==> src/rtl/uart_pkg.sv <==
// uart_pkg: definitions shared by the UART transmitter and receiver.
// Holds the state encodings, the frame constants and the bit-period helper.
package uart_pkg;

  localparam int DATA_BITS = 8;
  localparam int STOP_BITS = 1;

  typedef enum logic [2:0] {
    S_IDLE,
    S_START,
    S_DATA,
    S_PARITY,
    S_STOP
  } uart_state_t;

  // clk cycles per serial bit
  function automatic int bit_cycles(int clk_hz, int baud);
    return clk_hz / baud;
  endfunction

endpackage

==> src/rtl/uart_tx_if.sv <==
// uart_tx_if: host-side byte handshake of the UART transmitter.
// The host drives data_in/send; the transmitter reports ready/busy.
interface uart_tx_if;
  import uart_pkg::*;

  logic [DATA_BITS-1:0] data_in;
  logic                 send;
  logic                 ready;
  logic                 busy;

  modport master (
    output data_in,
    output send,
    input  ready,
    input  busy
  );

  modport slave (
    input  data_in,
    input  send,
    output ready,
    output busy
  );

endinterface

==> src/rtl/uart_baud_cnt.sv <==
// uart_baud_cnt: bit-period counter, counts 0..BIT-1 and wraps.
// bit_end pulses for one cycle on the last count of each bit.
module uart_baud_cnt #(
  parameter int BIT = 10
) (
  input  logic clk,
  input  logic reset,
  input  logic clr,
  input  logic en,
  output logic bit_end
);

  localparam int CW = (BIT > 2) ? $clog2(BIT) : 1;
  localparam logic [CW-1:0] LAST = CW'(BIT - 1);

  logic [CW-1:0] cnt;

  assign bit_end = en && (cnt == LAST);

  // count while enabled; clear on reset, explicit clear or wrap
  always_ff @(posedge clk) begin
    if (!reset || clr) begin
      cnt <= '0;
    end else if (en) begin
      cnt <= bit_end ? '0 : cnt + CW'(1);
    end
  end

endmodule

==> src/rtl/uart_tx.sv <==
// uart_tx: 8-bit UART transmitter, LSB first, 1 stop bit, 1-byte holding reg.
// Define UART_TX_PARITY_EN to insert an even-parity bit after bit 7.
module uart_tx
  import uart_pkg::*;
#(
  parameter int clk_frequency = 50000000,
  parameter int baud_rate     = 9600
) (
  input  logic      clk,
  input  logic      reset,
  uart_tx_if.slave  bus,
  output logic      TX
);

  localparam int BIT = bit_cycles(clk_frequency, baud_rate);
  localparam logic [2:0] LAST_IDX = 3'(DATA_BITS - 1);

  uart_state_t          state;
  logic [DATA_BITS-1:0] hold;
  logic                 hold_full;
  logic [DATA_BITS-1:0] shift;
  logic [2:0]           idx;
  logic                 tx_q;
  logic                 busy_q;
  logic                 ready_q;

  logic accept;
  logic load;
  logic hold_nxt;
  logic bit_end;

  assign accept   = bus.send & ready_q;
  assign load     = hold_full &
                    ((state == S_IDLE) |
                     ((state == S_STOP) & bit_end));
  assign hold_nxt = accept | (hold_full & ~load);

  assign TX        = tx_q;
  assign bus.busy  = busy_q;
  assign bus.ready = ready_q;

  uart_baud_cnt #(
    .BIT (BIT)
  ) u_baud (
    .clk     (clk),
    .reset   (reset),
    .clr     (load),
    .en      (state != S_IDLE),
    .bit_end (bit_end)
  );

  // holding register and shifter FSM with registered line/status outputs
  always_ff @(posedge clk) begin
    if (!reset) begin
      state     <= S_IDLE;
      hold      <= '0;
      hold_full <= 1'b0;
      shift     <= '0;
      idx       <= '0;
      tx_q      <= 1'b1;
      busy_q    <= 1'b0;
      ready_q   <= 1'b1;
    end else begin
      hold_full <= hold_nxt;
      ready_q   <= ~hold_nxt;
      if (accept) begin
        hold <= bus.data_in;
      end
      if (load) begin
        state  <= S_START;
        shift  <= hold;
        idx    <= '0;
        tx_q   <= 1'b0;
        busy_q <= 1'b1;
      end else if (bit_end) begin
        unique case (state)
          S_START: begin
            state <= S_DATA;
            tx_q  <= shift[0];
          end
          S_DATA: begin
            if (idx == LAST_IDX) begin
`ifdef UART_TX_PARITY_EN
              state <= S_PARITY;
              tx_q  <= ^shift;
`else
              state <= S_STOP;
              tx_q  <= 1'b1;
`endif
            end else begin
              idx  <= idx + 3'd1;
              tx_q <= shift[idx + 3'd1];
            end
          end
`ifdef UART_TX_PARITY_EN
          S_PARITY: begin
            state <= S_STOP;
            tx_q  <= 1'b1;
          end
`endif
          S_STOP: begin
            state  <= S_IDLE;
            tx_q   <= 1'b1;
            busy_q <= 1'b0;
          end
          default: begin
          end
        endcase
      end
    end
  end

endmodule

==> src/flat_wrapper.sv <==
// flat-port wrapper written by rule: the top's interface ports become plain ports
module uart_tx_flat import uart_pkg::*;
#(
  parameter int clk_frequency = 50000000,
  parameter int baud_rate     = 9600
)
  (clk, reset, TX, bus_data_in, bus_send, bus_ready, bus_busy);
  uart_tx_if bus_i ();
  input  logic clk;
  input  logic reset;
  output logic TX;
  input wire logic [$bits(bus_i.data_in)-1:0] bus_data_in;
  input wire logic [$bits(bus_i.send)-1:0] bus_send;
  output wire logic [$bits(bus_i.ready)-1:0] bus_ready;
  output wire logic [$bits(bus_i.busy)-1:0] bus_busy;
  assign bus_i.data_in = bus_data_in;
  assign bus_i.send = bus_send;
  assign bus_ready = bus_i.ready;
  assign bus_busy = bus_i.busy;
  uart_tx #(.clk_frequency(clk_frequency), .baud_rate(baud_rate)) u_core (.clk(clk), .reset(reset), .bus(bus_i), .TX(TX));
endmodule
==> config.mk <==
export PLATFORM = sky130hd
export DESIGN_NAME = uart_tx_flat
export DESIGN_NICKNAME = d
export VERILOG_FILES = /design/src/rtl/uart_pkg.sv /design/src/rtl/uart_tx_if.sv /design/src/rtl/uart_baud_cnt.sv /design/src/rtl/uart_tx.sv /design/src/flat_wrapper.sv
export SDC_FILE = /design/constraint.sdc
export NUM_CORES = 1
export LEC_CHECK = 0
export ABC_CLOCK_PERIOD_IN_PS = 2400
export CORE_MARGIN = 2
export CORE_UTILIZATION = 54
export CTS_BUF_LIST = sky130_fd_sc_hd__clkbuf_8
export DETAILED_ROUTE_END_ITERATION = 10
export PLACE_DENSITY_LB_ADDON = 0.25
export SLEW_MARGIN = 20
export SYNTH_ARGS = -nofsm -noshare
export SYNTH_HDL_FRONTEND = slang
export SYNTH_HIERARCHICAL = 1
export SYNTH_SLANG_ARGS = --single-unit
==> constraint.sdc <==
create_clock -name clk -period 2.4 [get_ports clk]
set_input_delay 0.6 -clock clk [delete_from_list [all_inputs] [get_ports clk]]
set_output_delay 0.6 -clock clk [all_outputs]
set_load 0.05 [all_outputs]
==> results of run 1 <==
-- report_power, final --
part           total, W  internal [W]  leakage (nW)  switching [W]
logic          0.000123     0.0000580         0.426      0.0000654
registers      0.000677      0.000666         0.317      0.0000119
clock network  0.000630      0.000411        0.0695       0.000219
-- cells by family after synthesis --
group | Yosys count | share of synthesized area (%)
buffers and inverters | 14 | 4.20
DFF | 39 | 42.2
muxes | 12 | 8.26
and+or+nand+nor | 94 | 27.2
adders and majority gates | 3 | 2.03
AOI/OAI and AO/OA | 25 | 10.4
xor gates and xnor gates | 12 | 5.69
-- through the flow --
stage	total power [W]	setup WS, ns	cell area (sq um)	std cells	hold WS (ns)
5_1_grt	0.00149	0.0484	2180	264	0.489
2_1_floorplan	0.000774	0.0663	1850	199	0.440
3_5_place_dp	0.000816	0.208	2040	256	0.458
3_3_place_gp	0.000811	0.287	2040	256	0.446
6_report	0.00143	0.214	2180	264	0.464
4_1_cts	0.00145	0.164	2170	264	0.468
-- how the worst max path moves through the flow --
stage | endpoint | slack (ns) | depth (start not counted)
2_1_floorplan | u_core/u_baud/cnt[3]$_SDFFE_PP0P_ | 0.07 | 13
3_3_place_gp | u_core/TX$_SDFFE_PN1P_ | 0.29 | 7
3_5_place_dp | u_core/TX$_SDFFE_PN1P_ | 0.21 | 7
4_1_cts | u_core/TX$_SDFFE_PN1P_ | 0.16 | 7
5_1_grt | u_core/TX$_SDFFE_PN1P_ | 0.05 | 7
6_report | u_core/TX$_SDFFE_PN1P_ | 0.21 | 7
-- flip-flops by register name (all words and copies together), names as in the netlist --
| register | flops |
|---|---|
| u_core/hold_full | 1 |
| u_core/hold | 8 |
| u_core/bus.ready | 1 |
| u_core/shift | 8 |
| u_core/u_baud/cnt | 13 |
| u_core/bus.busy | 1 |
| u_core/idx | 3 |
| u_core/state | 3 |
| u_core/TX | 1 |
-- cells in the final DEF, fill, tap and decap left out, drive strengths merged, types with 2 or more instances in the layout --
cell type / instances
o211ai: 2
xor2: 3
bufinv: 2
and2: 3
nor2b: 11
nand4: 2
o22ai: 2
buf: 8
mux2i: 10
nand3: 14
inv: 5
mux4: 2
clkdlybuf4s50: 13
o21ai: 2
nor2: 14
xnor2: 9
nand2b: 3
clkbuf: 5
a21boi: 8
nor4: 3
a21oi: 5
nand2: 27
nand3b: 4
ha: 3
nor4b: 2
dfxtp: 39
nor3: 5
-- area by class of cell --
class	instances	area, sq um
inverters	4	15.0
well taps	46	57.6
repair buffers	21	190
multi-input cells	146	1000
clock buffers	5	68.8
flip-flops and latches	39	781
clock inverters	3	63.8
fillers	295	1130
-- layer usage --
layer,vias to the layer above,GRT usage [%]
met5,-,0
met4,0,11.4
met3,8,5.05
met2,27,32.3
met1,674,23.6
li1,727,-
-- critical path, stage by stage, from the launching register on --
cell,delay (ns)
dfxtp_1,0.35
or4b_4,0.59
nor4_2,0.31
buf_4,0.24
nor2b_1,0.24
nand3b_1,0.13
o211ai_1,0.12
o211ai_2,0.09
==> summary by stage, run 1 <==
STA
Setup repair after global routing left no endpoint under its margin. On the final layout, the worst clock skew is 0.00361 ns. The post-route setup TNS is 0 ns. At the pin with the least slew margin, the transition time is between 0.6 and 0.7 ns. Headroom to the max-slew limit came out at between 50 and 60%. Setup violations remaining at the end of the flow were counted as 0. The final hold violation count is 0.

The final critical path takes up between 90% and 100% of the cycle. The clock period could shrink to approximately 2.2 ns. The number of max-slew violations in the final report came to 0. Derived from the worst setup path, the maximum achievable clock frequency is 0.457 GHz.

Logic synthesis
The synthesized area divided by synthesized cell count is roughly 9.3 sq um. Of all cell types, the one taking the most synthesized area is dfxtp_1. The sequential element share of the synthesized area is a little over two fifths.

Sorting the synthesized cells by area gives the leading types as dfxtp_1 42%, nand2_1 5.5%, mux2i_1 5.4%, xnor2_1 4.3%, nand3_1 3.8%. By count the netlist is led by 39 x dfxtp_1, 27 x nand2_1, 14 x nand3_1, 14 x nor2_1, 11 x nor2b_1. The number of synthesized register bits is 39. Synthesis produced a netlist whose cell count is 199.

In the synthesized netlist the dominant register cell turns out to be dfxtp_1. The synthesized netlist occupies a cell area of 1850 sq um. The number of enable flip-flop cells after synthesis is 0. The number of nets in the synthesized netlist is about 210. The Yosys step of the flow raised 6 warnings.

The proportion of register bits with asynchronous set or reset after synthesis is 0%. The most common cell in the synthesized netlist is dfxtp_1. After synthesis, the netlist uses between 40 and 50 different library cells. The top cell type by area accounts for between 40% and 50% of the synthesized area.

Hold path
The worst hold path endpoint is u_core/hold[2]$_SDFFE_PN0P_. In this run the worst hold path is classified as flop to flop. The number of instances on the worst hold path is 2. The startpoint identified for the worst hold timing path is u_core/hold[2]$_SDFFE_PN0P_.

Global routing
The first global-routing pass estimated just over 6000 microns of wire. The leftover overflow at the end of global routing is 0. The maximum number of pins on one net before global-route repair is 24. The overall global routing resource usage is around a fifth. The via count of the first global-routing pass was 1391. The initial antenna violation count came to 0.

Routing
The wire length the detailed router placed on met1 is 1640 microns. The post-detailed-route via-to-cell ratio is 5.44. The total length of routed met3 wires is 91 microns. The detailed route wirelength on metal2 is 1670 microns. The number of antenna-violating nets in the routed design is 0.

The number of vias in the routed layout is between 1000 and 1500. The per-cell routed wire length is 13.1 microns. The number of design-rule violations left by the first detailed-router iteration is 86. The top routing layer in use is met4. After detailed routing, the number of remaining DRC violations is 0. The total detailed-routing wirelength is roughly 3500 microns. Before antenna repair, the detailed router went through 4 iterations.

Clocking
After clock tree synthesis, the clock-pin slew on the worst setup and hold paths is roughly 0.070 ns. The CTS H-tree depth is 2. TritonCTS built the clock tree.

In this run, CTS created clock tree buffers numbering 5. Clock tree synthesis found a total of 39 sinks. The post-CTS setup buffer count is 0.

After clock tree synthesis, the flow added hold-fix buffers numbering 0. For the worst-skew pair, the clock arrives at the later sink with an insertion delay of about 0.28 ns. The number of resized instances in the post-cts repair step is 0.

The cell at the root of the clock tree is clkbuf_8. No sink is reached through more buffers than the 2 on the longest clock path.

Power
The areal power density over the cells is about 660 nW/um^2. The worst vdd rail ir drop is around 0.50 mV. The analysis attributes to cell leakage a power of 0.812 nW.

Setup path
In this run the critical register-to-register path is captured at u_core/TX$_SDFFE_PN1P_. By startpoint and endpoint, the worst setup path is classified as flop to flop. The number of cell instances on the worst register-to-register path is 7. The kind of end point of the critical path is a flop. STA puts the critical path data required time at about 2.6 ns. The launch point of the worst reg-to-reg path is u_core/u_baud/cnt[7]$_SDFFE_PP0P_. The worst setup path is launched from a flop. The launch point of the worst path is u_core/u_baud/cnt[7]$_SDFFE_PP0P_. The highest net fanout along the worst path is 11. The worst reg-to-reg setup slack is approximately 0.21 ns. STA puts the critical path data arrival time at approximately 2.4 ns.

Cells and area
After the last flow step, the layout net total stands at approximately 230. The antenna diode count is 0. The utilization of the core after routing is roughly 66%. The ratio of cells with drive above 1 in the final layout is 10.1%. Relative to the synthesized area, the layout overhead comes to 18.0%.

Floorplan
The die is around 63 microns wide. The starting utilization of the core area is between 50% and 60%. The floorplan step defined a die boundary enclosing a little under 4000 sq um.

The total core area is roughly 3300 sq um. In this run the vertical extent of the chip is 62.5 microns. The number of primary I/O pins is 14. The number of placement rows is 21.

Place
The number of input and output port buffers inserted is 13. The post-DP HPWL is ~2600 microns. The final RePlAce weighted congestion is about 0.85.

Status
The flow ran to the end, and the final reports show no timing, DRC or antenna violations.

Run
The reported max-cap violation count is 0.
Power figures use the tool's default switching activity.
==> run 2: changes to the inputs <==
CORE_UTILIZATION = 50   (was 54)
GPL_ROUTABILITY_DRIVEN = 0   (was not set)
==> run 2 against run 1 <==
  * Global-route usage decreased by 0.97 points
  * Die area increased by 7.5%
  * Largest power group unchanged
  * Critical path depth unchanged
  * Clock skew increased by 0.0081 ns
  * Register-to-register slack got worse by 0.08 ns
==> summary by stage, run 2 (same netlist as run 1, synthesis figures left out) <==
Status
The run finished with clean final reports.

Clocking
The CTS H-tree depth is 2 (unchanged). The clock slew seen by the registers of the worst setup and hold paths is 0.08 ns (about the same). The clock latency on the worst-skew pair was 0.29 ns (about the same).

The number of clock sinks seen by CTS came to 39 (unchanged). The clock tree from TritonCTS is yes. The maximum clock insertion buffer count is 2 (unchanged). The number of hold-repair buffers added at the cts stage was 0 (unchanged).

The root buffer cell chosen for the clock tree is clkbuf_8. The number of resized instances in the post-cts repair step came to 0 (unchanged). The post-CTS setup buffer count is 0 (unchanged). The number of CTS-inserted buffers was 5 (unchanged).

Hold path
The startpoint identified for the worst hold timing path is u_core/hold[3]$_SDFFE_PN0P_. The type of the most critical hold path is flop to flop. The number of instances on the worst hold path is 2 (unchanged). For hold timing, the worst endpoint is u_core/hold[3]$_SDFFE_PN0P_.

Cells and area
Relative to the synthesized area, the layout overhead comes to 16.4%. The number of flip-flops under the largest register name is 13 (unchanged). The area taken by flip-flops and latches was 781 sq um (unchanged). The area of the multi-input gates is 992 sq um (-1.2%). The utilization of the core after routing is 59.6% (-6.2 points).

The antenna diode count is 0 (unchanged). The number of nets in the layout came to 231 (unchanged). The ratio of cells with drive above 1 in the final layout is 9.63% (-0.46 points). The number of filler instances in the final layout is 336 (+14%).

The most frequent standard cell in the layout excluding fill and tap cells is dfxtp_1. The largest registers in the layout are u_core/u_baud/cnt: 13 flops, u_core/hold: 8 flops, u_core/shift: 8 flops. The number of non-filler instances in the completed layout is 266 (+0.76%).

Ranked by flip-flop count, first place goes to u_core/u_baud/cnt. Leaving out fill and tap cells, the most frequent cells in the layout are 39 x dfxtp_1, 27 x nand2_1, 14 x nor2_1, 14 x nand3_1, 13 x clkdlybuf4s50_1.

Floorplan
The starting utilization of the core area is 51.2% (-4.6 points). The total die area came to 4200 sq um (+7.5%). The total core area is 3610 sq um (+8.9%). The number of primary I/O pins is 14 (unchanged). The vertical die dimension came to 64.8 microns (+3.7%). The die outline width is 64.8 microns (+3.7%). The number of placement rows came to 22 (+4.8%).

Setup path
The worst reg-to-reg setup slack is 0.14 ns (-0.08 ns). The biggest cell delay along the critical path is 0.57 ns (-0.02 ns). On the critical path, the stage with the largest delay is an instance of or4b_4.

The highest net fanout along the worst path came to 11 (unchanged). STA classifies the critical path endpoint as a flop. The sum of buffers and inverters on the critical path is 1 (unchanged). The worst setup path is of the flop to flop kind. The worst path required time was 2.57 ns (about the same).

The arrival time of data at the critical path endpoint is 2.43 ns (+0.07 ns). The category of the worst setup path launch point is a flop. Walking the worst path, the cells encountered are or4b_4 -> nor4_1 -> buf_4 -> nor2b_1 -> nand3b_1 -> o211ai_1 -> o211ai_2. The number of cell instances on the worst register-to-register path is 7 (unchanged). In this run the critical register-to-register path is launched from u_core/u_baud/cnt[7]$_SDFFE_PP0P_.

In this design, the largest share of critical-path delay is due to simple AND/OR/NAND/NOR gates. The worst register-to-register path ends at u_core/TX$_SDFFE_PN1P_.

Global routing
The routing usage on met1 came to 21.9% (-1.7 points). The met2 layer usage reported by global route was 32.3% (+0.087 points). The global-route wire length before repair is 6180 microns (+0.67%).

The global routing's busiest layer is met2. The leftover overflow at the end of global routing came to 0 (unchanged). The met3 layer usage reported by global route is 5.73% (+0.68 points). The initial antenna violation count is 0 (unchanged).

The maximum number of pins on one net before global-route repair is 24 (unchanged). The overall global routing resource usage is 18.8% (-0.97 points). The via count of the first global-routing pass is 1407 (+1.2%).

STA
Setup repair after global routing left no endpoint under its margin. The minimum clock period after layout came to 2.26 ns (+0.0782 ns). The maximum clock skew at final layout was 0.0117 ns (+0.00808 ns).

The count of final setup violators is 0 (unchanged). The maximum clock frequency is 0.442 GHz (-3.5%). The relative slew slack is 55.4% (-2.3 points). The final hold violation count is 0 (unchanged). The number of max-slew violations in the final report is 0 (unchanged).

The final hold slack is 0.466 ns (+0.00158 ns). The transition time at the pin with the least slew margin is 0.667 ns (+0.0345 ns). The share of the clock period used by the worst path is 94.4% (+3.3 points). The post-route setup TNS came to 0 ns (unchanged).

Place
The cell count after placement was 258 (+0.78%). The post-DP HPWL was 2570 microns (about the same). The number of input and output port buffers inserted is 13 (unchanged).

Power
The switching part of the total was 23.1% (+2.4 points). The relative contribution of the clock network to total power is 40.4% (-3.6 points). The areal power density over the cells is 625 nW/um^2 (-4.8%).

The fraction of power consumed by sequential logic was 50.4% (+3.0 points). The switching component of the power came to 0.000311 W (+5.1%). The internal portion of total power came to 0.00103 W (-9.0%). The sum of internal, switching and leakage power was 0.00134 W (-6.1%). The proportion of power drawn by combinational gates was 9.2% (+0.6 points). The leakage power came to 0.800 nW (-1.4%). The worst vdd rail ir drop is 0.326 mV (-35%).

Routing
The number of vias in the routed layout was 1423 (-0.91%). The number of design-rule violations left by the first detailed-router iteration is 50 (-42%). The number of antenna-violating nets in the routed design came to 0 (unchanged). The per-cell routed wire length is 13.3 microns (+1.1%). The post-detailed-route via-to-cell ratio is 5.35 (-1.7%). The DRC violation count after routing is 0 (unchanged). The total detailed-routing wirelength is 3530 microns (+1.9%).

The iteration count of the initial detailed-routing pass is 4 (unchanged).

Run
The reported max-cap violation count is 0 (unchanged).
## run 2: cell types whose count changed in the layout (fill, tap and decap cells not counted), sizes merged
cell and delta:
clkinv +2, bufinv -1, inv -1
## run 2: final cells by class
cell class	count	area share, %
Timing Repair Buffer	21	8.84
Tap cell	48	2.79
Multi-Input combinational cell	146	46.1
Clock buffer	5	3.20
Clock inverter	3	2.04
Inverter	4	0.698
Sequential cell	39	36.3
## run 2: power by group through the flow
stage / combinational, W / clock, W / sequential [W]
finish: 0.000123 / 0.000543 / 0.000677
global route: 0.000136 / 0.000588 / 0.000681
CTS: 0.000124 / 0.000556 / 0.000677
detailed placement: 0.000124 / 0 / 0.000693
global placement: 0.000121 / 0 / 0.000692
floorplan: 0.0000719 / 0 / 0.000702
## run 2: worst min-delay path, stage by stage (launching register included)
cell and delay (ns):
dfxtp_1 0.31, nand2_1 0.04, a21boi_0 0.07
## run 2: stage by stage
step,instance area (sq um),setup slack [ns]
after floorplan,1850,0.0663
after global placement,2040,0.299
after detailed placement,2040,0.187
after CTS,2150,0.150
after global routing,2150,0.0251
final,2150,0.135
## run 2: per-layer routing
metal  vias to the layer above  part of all wire (%)
met2                        23                    50
li1                        725                     -
met5                         -                     0
met3                         5                   4.1
met1                       670                    45
met4                         0                  0.71
## run 2: worst max-delay path by stage
stage	from	slack, ns	cells past startpoint	endpoint
after CTS	u_core/u_baud/cnt[7]$_SDFFE_PP0P_	0.15	7	u_core/TX$_SDFFE_PN1P_
after global routing	u_core/u_baud/cnt[7]$_SDFFE_PP0P_	0.03	8	u_core/u_baud/cnt[1]$_SDFFE_PP0P_
after floorplan	u_core/state[0]$_SDFFE_PN0P_	0.07	13	u_core/u_baud/cnt[3]$_SDFFE_PP0P_
final	u_core/u_baud/cnt[7]$_SDFFE_PP0P_	0.14	7	u_core/TX$_SDFFE_PN1P_
after global placement	u_core/u_baud/cnt[7]$_SDFFE_PP0P_	0.30	7	u_core/TX$_SDFFE_PN1P_
after detailed placement	u_core/u_baud/cnt[7]$_SDFFE_PP0P_	0.19	7	u_core/TX$_SDFFE_PN1P_
